**src/rtl/division_entera_param.sv**
```systemverilog
// division_entera_param: N-bit radix-2 restoring divider with busy/done handshake, div0/ovf flags; signed mode built when DIV_SIGNED_EN is defined
module division_entera_param #(
    parameter int N = 8
) (
    input  logic         clk,
    input  logic         rst,
    input  logic         start,
    input  logic         signed_mode,
    input  logic [N-1:0] A,
    input  logic [N-1:0] B,
    output logic [N-1:0] Q,
    output logic [N-1:0] R,
    output logic         busy,
    output logic         done,
    output logic         div0,
    output logic         ovf
);
    localparam int CW = $clog2(N + 1);

    typedef enum logic [1:0] {IDLE, LOAD, CALC, FIN} state_t;

    state_t        state, state_nx;
    logic [N-1:0]  a_r, b_r, dvd, rem, am, bm, rem_nx;
    logic [N:0]    sh;
    logic [CW-1:0] count;
    logic          ge, z, sa, sb;

`ifdef DIV_SIGNED_EN
    logic sm, ovf_c;
    assign sa    = sm & a_r[N-1];
    assign sb    = sm & b_r[N-1];
    assign ovf_c = sm && a_r == {1'b1, {(N-1){1'b0}}} && b_r == '1;
    // mode is captured with the operands; ovf clears on accept and is set when the result is published
    always_ff @(posedge clk or negedge rst)
        if (!rst) begin
            sm  <= 1'b0;
            ovf <= 1'b0;
        end else if (state == IDLE && start) begin
            sm  <= signed_mode;
            ovf <= 1'b0;
        end else if (state == FIN)
            ovf <= ovf_c;
`else
    logic unused_signed_mode;
    assign unused_signed_mode = signed_mode;
    assign sa  = 1'b0;
    assign sb  = 1'b0;
    assign ovf = 1'b0;
`endif

    assign z      = b_r == '0;
    assign am     = sa ? -a_r : a_r;
    assign bm     = sb ? -b_r : b_r;
    assign sh     = {rem, dvd[N-1]};
    assign ge     = sh >= {1'b0, bm};
    assign rem_nx = ge ? N'(sh - {1'b0, bm}) : sh[N-1:0];
    assign busy   = state == CALC || state == FIN || done;

    // sequencing: zero divisor skips the iterations, otherwise N shift/subtract steps
    always_comb begin
        state_nx = state == IDLE ? (start ? LOAD : IDLE) :
                   state == LOAD ? (z ? FIN : CALC) :
                   state == CALC ? (count == CW'(1) ? FIN : CALC) : IDLE;
    end

    // operand capture, iteration datapath and registered result publication
    always_ff @(posedge clk or negedge rst)
        if (!rst) begin
            state <= IDLE;
            a_r   <= '0;
            b_r   <= '0;
            dvd   <= '0;
            rem   <= '0;
            count <= '0;
            Q     <= '0;
            R     <= '0;
            done  <= 1'b0;
            div0  <= 1'b0;
        end else begin
            state <= state_nx;
            done  <= state == FIN;
            if (state == IDLE && start) begin
                a_r  <= A;
                b_r  <= B;
                div0 <= 1'b0;
            end
            if (state == LOAD) begin
                dvd   <= am;
                rem   <= '0;
                count <= CW'(N);
            end
            if (state == CALC) begin
                rem   <= rem_nx;
                dvd   <= {dvd[N-2:0], ge};
                count <= count - 1'b1;
            end
            if (state == FIN) begin
                Q    <= z ? '1 : (sa ^ sb) ? -dvd : dvd;
                R    <= z ? a_r : sa ? -rem : rem;
                div0 <= z;
            end
        end
endmodule

```
**config.mk**
```make
export PLATFORM = sky130hd
export DESIGN_NAME = division_entera_param
export DESIGN_NICKNAME = d
export VERILOG_FILES = /design/src/rtl/division_entera_param.sv
export SDC_FILE = /design/constraint.sdc
export NUM_CORES = 1
export LEC_CHECK = 0
export BUFFER_PORTS_ARGS = -buffer_cell sky130_fd_sc_hd__buf_2
export CORE_UTILIZATION = 57
export CTS_CLUSTER_SIZE = 40
export DETAILED_ROUTE_END_ITERATION = 12
export MAX_ROUTING_LAYER = met4
export PLACE_DENSITY = 0.81
export SLEW_MARGIN = 5
export SYNTH_ARGS = -nofsm -noshare
export SYNTH_HDL_FRONTEND = slang
export SYNTH_SLANG_ARGS = --single-unit
```
**constraint.sdc**
```tcl
create_clock -name clk -period 2.05 [get_ports clk]
set_input_delay 0.1025 -clock clk [delete_from_list [all_inputs] [get_ports clk]]
set_output_delay 0.1025 -clock clk [all_outputs]
set_load 0.005 [all_outputs]
```
* Yosys cells after proc, flatten, opt, wreduce, memory -nomap -nowiden
Index checks and enable logic that the tools add are counted.
** Storage, ports and cells
- Logic and storage cells :: 41
- Output and inout bits :: 20
- Flip-flop bits (word level) :: 56
- Input bits :: 20
** Operators by class
- Equality and inequality tests :: 4
- Add/subtract/negate cells :: 2
- Muxes and demuxes :: 17
- Order comparisons :: 1
- Reductions and logical operators :: 7
** Operator list (number)
- $mux 8 :: 7
- $ge 9x8->1 :: 1
- $logic_not 8->1 :: 1
- $mux 4 :: 2
- $sub 8x8->8 :: 1
- $mux 2 :: 3
- $mux 1 :: 5
- $eq 2x2->1 const B :: 2
- $eq 4x1->1 const B :: 1
- $reduce_bool 2->1 :: 2
- $sub 4x1->4 const B :: 1
- $eq 2x1->1 const B :: 1
- $logic_not 2->1 :: 1
- $logic_or 1x1->1 :: 2
- $logic_and 1x1->1 :: 1

* Logic depth before layout (Yosys ltp)
- Word-level depth :: 5
- Mapped depth :: 8
- Gate-level depth less buffers :: 8

* Worst setup path before layout
Ideal clock, no wire load.
- Path kind :: register to register
- Start :: register b_r[0]
- End :: register rem[6]
- Period minus slack after synthesis :: 1845 ps
- Setup slack :: 205 ps
- Library setup time :: 69 ps
- Buffers on the path :: 0
- Stages on the path, launching flop included :: 8
- Required time :: 1981 ps
- Arrival time :: 1776 ps
- Cell sequence :: dfrtp_1 > ha_1 > fa_1 > nor2b_1 > o31a_1 > o21ai_1 > a2111o_1 > nand3_1
** Between the ends
- Word-level cells in the longest chain between the ends :: 3
- Elaborated cells between the ends (all ways) :: 4
- Those cells by class :: add/sub (1); order compare (1); mux (2)
** Ends and longest elaborated chain
- start, declared :: RTL line 23 : logic [N-1:0] a_r, b_r, dvd, rem, am, bm, rem_nx;
- start signal, assigned :: RTL line 71 : b_r <= '0;
- start signal, assigned :: RTL line 84 : b_r <= B;
- $sub 8x8->8 / $ge 9x8->1 (equally long branches) :: RTL line 56, 55
- $mux 8 (*) :: RTL line 56 : assign rem_nx = ge ? N'(sh - {1'b0, bm}) : sh[N-1:0];
- $mux 8 (*) :: RTL line 92 : if (state == CALC) begin
- end signal, assigned :: RTL line 93 : rem <= rem_nx;
- end, declared :: RTL line 23
Mark *: on every way between the ends. The rest lies on a longest branch, timed or not.
A chain may end at the register's enable or synchronous reset.

* Final worst setup path
- Start :: register rem[1]
- End :: register rem[6]
** Between the ends
- Word-level cells in the longest chain between the ends :: 3
- Elaborated cells between the ends (all ways) :: 4
- Those cells by class :: add/sub (1); order compare (1); mux (2)
** Ends and longest elaborated chain (RTL line)
- $sub 8x8->8 / $ge 9x8->1 (equally long branches) :: 56, 55
- $mux 8 (*) :: 56
- $mux 8 (*) :: 92
Marked as above.

==> impl_metrics.env <==
export IMPL_status="complete, no violations"
export IMPL_maxCapViolCount=0
export IMPL_nFillCells=374
export IMPL_muxShareOfSynthArea_pct=13.7
export IMPL_dp_hpwl_mm=4.15
export IMPL_synth_top_area_cell="dfrtp_1"
export IMPL_yosys_top_cells_area="dfrtp_1, mux2i_1, mux2_2, ha_1, a21oi_1"
export IMPL_die_y_um=72.7
export IMPL_synth_distinct_cells=45
export IMPL_power_switching_mw=2.25
export IMPL_grt_ovfl_total=0
export IMPL_clk_latency_ps=310
export IMPL_cp_num_cells=7
export IMPL_clockRootBuffer="clkbuf_8"
export IMPL_cts_buffers=5
export IMPL_crit_slowest_cell="or4b_1"
export IMPL_tritoncts="done"
export IMPL_syn_inst=271
export IMPL_min_period_ps=1990
export IMPL_reg2regPathDepth=7
export IMPL_slew_violations=0
export IMPL_post_route_util_pct=70.0
export IMPL_antenna_found_initial=0
export IMPL_grt_usage_pct=24.1
export IMPL_fin_cells=387
export IMPL_first_iter_violations=118
export IMPL_p_sw_share_pct=40.3
export IMPL_synth_xor_area_share_pct=0.923
export IMPL_synth_top_family_by_area="multiplexers"
export IMPL_dr_pass1_iters=4
export IMPL_synth_simple_gate_area_share_pct=11.9
export IMPL_postCtsSetupBuffers=0
export IMPL_ir_drop_uv=891
export IMPL_synth_fp_nets=306
export IMPL_crit_fanout=6
export IMPL_leakagePower_nw=1.57
export IMPL_fmax_mhz=502
export IMPL_path_buf_inv=1
export IMPL_crit_type="reg -> reg"
export IMPL_vias=2116
export IMPL_synth_warnings=0
export IMPL_min_path_cells=2
export IMPL_synth_top_cell_area_share_pct=49.2
export IMPL_synth_main_ff_cell="dfrtp_1"
export IMPL_rows=25
export IMPL_core_area_sq_mm=0.00475
export IMPL_chipWidth_um=72.7
export IMPL_grt_max_degree=57
export IMPL_worstPathArrival_ps=2240
export IMPL_p_int_mw=3.33
export IMPL_ios=40
export IMPL_cp_cell_sequence="ha_2 -> nand2_1 -> o21ai_0 -> a21oi_2 -> buf_4 -> or4b_1 -> nand3_1"
export IMPL_globalplace_congestion=0.981
export IMPL_drt_wl_total_mm=5.74
export IMPL_path_delay_family="simple AND/OR/NAND/NOR gates"
export IMPL_drcViolationCount=0
export IMPL_ant_nets=0
export IMPL_placed_cells=378
export IMPL_setup_violations=0
export IMPL_worstMarginPinSlew_ps=688
export IMPL_endpoint_kind="flop"
export IMPL_p_comb_share_pct=51.8
export IMPL_crit_path_start_kind="flop"
export IMPL_min_path_type="in -> reg"
export IMPL_yosys_area_share_adder_pct=6.85
export IMPL_grt_pass1_wl_mm=9.40
export IMPL_finalCritPeriodShare_pct=97.1
export IMPL_synthArstFlopShare_pct=100
export IMPL_wl_per_cell_um=14.8
export IMPL_p_clk_share_pct=13.1
export IMPL_synth_edf_count=0
export IMPL_ys_seq_elements=56
export IMPL_clk_pin_slew_ps=100
export IMPL_initial_core_util_pct=59.9
export IMPL_vias_per_cell=5.47
export IMPL_hold_viol=0
export IMPL_required_ps=2300
export IMPL_area_growth_pct=16.9
export IMPL_max_slew_margin_pct=54.1
export IMPL_pwr_share_seq_pct=35.1
export IMPL_drive_gt1_share_pct=27.2
export IMPL_fin_nets=354
export IMPL_numPortBuffers=37
export IMPL_first_global_vias=2017
export IMPL_htree_num_levels=2
export IMPL_syn_area_per_cell_sq_um=10.5
export IMPL_diodes=0
export IMPL_skew_ps=7.83
export IMPL_ys_seq_area_share_pct=49.2
export IMPL_powerDensity_mw_per_mm2=1680
export IMPL_clockBufferDepth=2
export IMPL_cts_sinks=56
export IMPL_synth_compound_area_share_pct=12.7
export IMPL_cpPeakStageDelay_ps=490
export IMPL_dieArea_sq_mm=0.00528
export IMPL_syn_cell_area_sq_mm=0.00285
-- per-layer routing --
layer | vias to the layer above | share of wire (%) | global-route usage, %
met1 | 1019 | 46 | 31.1
li1 | 1046 | - | -
met3 | 9 | 3.3 | 4.14
met2 | 42 | 49 | 38.5
met4 | 0 | 1.5 | 8.28
met5 | - | 0 | -
-- flip-flops by register name, indices dropped and copies added, names as in the netlist --
signal	cells
rem	8
b_r	8
state	2
R	8
Q	8
div0	1
count	4
done	1
dvd	8
a_r	8
-- timing repair --
item	in CTS	in global routing
hold buffers	1	0
endpoints found under the hold margin	56	0
gates resized for setup	1	8
endpoints found under the setup margin	1	7
-- worst paths after layout --
path / startpoint / slack (ps) / to
max in group asynchronous: rst / 1110 / b_r[1]
hold / removal: B[5] / 20 / b_r[5]
min in group asynchronous: rst / 430 / state[1]
setup / recovery: rem[1] / 60 / rem[6]
setup reg to reg: rem[1] / 60 / rem[6]
hold reg to reg: count[3] / 480 / count[3]
-- area by class of cell --
type | count | area [sq um] | share of cell area, %
clock buffers | 6 | 72.6 | 2.18
clock inverters | 2 | 38.8 | 1.16
inverters | 17 | 63.8 | 1.92
multi-input cells | 186 | 1350 | 40.5
flip-flops and latches | 56 | 1400 | 42.1
well taps | 67 | 83.8 | 2.52
repair buffers | 53 | 320 | 9.62
-- metrics by stage --
| stage | total power, mW | hold WS, ps | worst slack, ps | area [sq um] | setup TNS (ps) |
|---|---|---|---|---|---|
| after floorplan | 3.90 | -193 | 205 | 2850 | 0 |
| after global placement | 4.66 | 275 | 89.0 | 3180 | 0 |
| after detailed placement | 4.78 | 274 | 40.6 | 3180 | 0 |
| after CTS | 5.54 | 7.27 | 19.6 | 3300 | 0 |
| after global routing | 6.06 | 9.72 | -16.0 | 3330 | -16.0 |
| final | 5.59 | 18.1 | 59.9 | 3330 | 0 |
-- power by group through the flow --
stage / registers [mW] / clock network [mW] / logic, mW
3_5_place_dp: 1.98 / 0 / 2.80
5_1_grt: 2.03 / 0.786 / 3.24
3_3_place_gp: 1.95 / 0 / 2.71
2_1_floorplan: 1.91 / 0 / 1.99
4_1_cts: 1.95 / 0.753 / 2.83
6_report: 1.96 / 0.734 / 2.89
-- layout by cell type, fill, tap and decap left out, types with 2 or more instances in the layout --
cell type,synthesis,routed
dfrtp_1,56,55
nor2_1,38,38
buf_2,1,37
a21oi_1,31,31
mux2i_1,21,21
mux2_2,16,16
inv_1,16,15
buf_4,1,14
nand2_1,11,11
ha_1,14,11
o21ai_0,9,9
nand2b_1,5,5
clkbuf_8,0,5
nand3_1,3,3
o2bb2ai_1,3,3
inv_2,1,2
or3_1,2,2
nor2b_1,2,2
a211oi_1,2,2
xnor2_1,2,2
a22o_1,2,2
nand4b_1,2,2
ha_2,0,2
-- cells by family after synthesis --
| logic type | Yosys count |
|---|---|
| DFF | 56 |
| adders and majority gates | 15 |
| buffers and inverters | 29 |
| AOI/OAI and AO/OA | 60 |
| muxes | 37 |
| other | 1 |
| xor gates and xnor gates | 3 |
| and+or+nand+nor | 70 |
-- synth_stat cells, drive strengths merged (3+ instances only) --
library cell / n
dfrtp: 56
nor2: 39
a21oi: 32
mux2i: 21
inv: 17
mux2: 16
ha: 14
nand2: 11
o21ai: 11
clkbuf: 8
nand2b: 5
buf: 4
nand3: 3
o2bb2ai: 3
(Power assumes the default switching activity.)
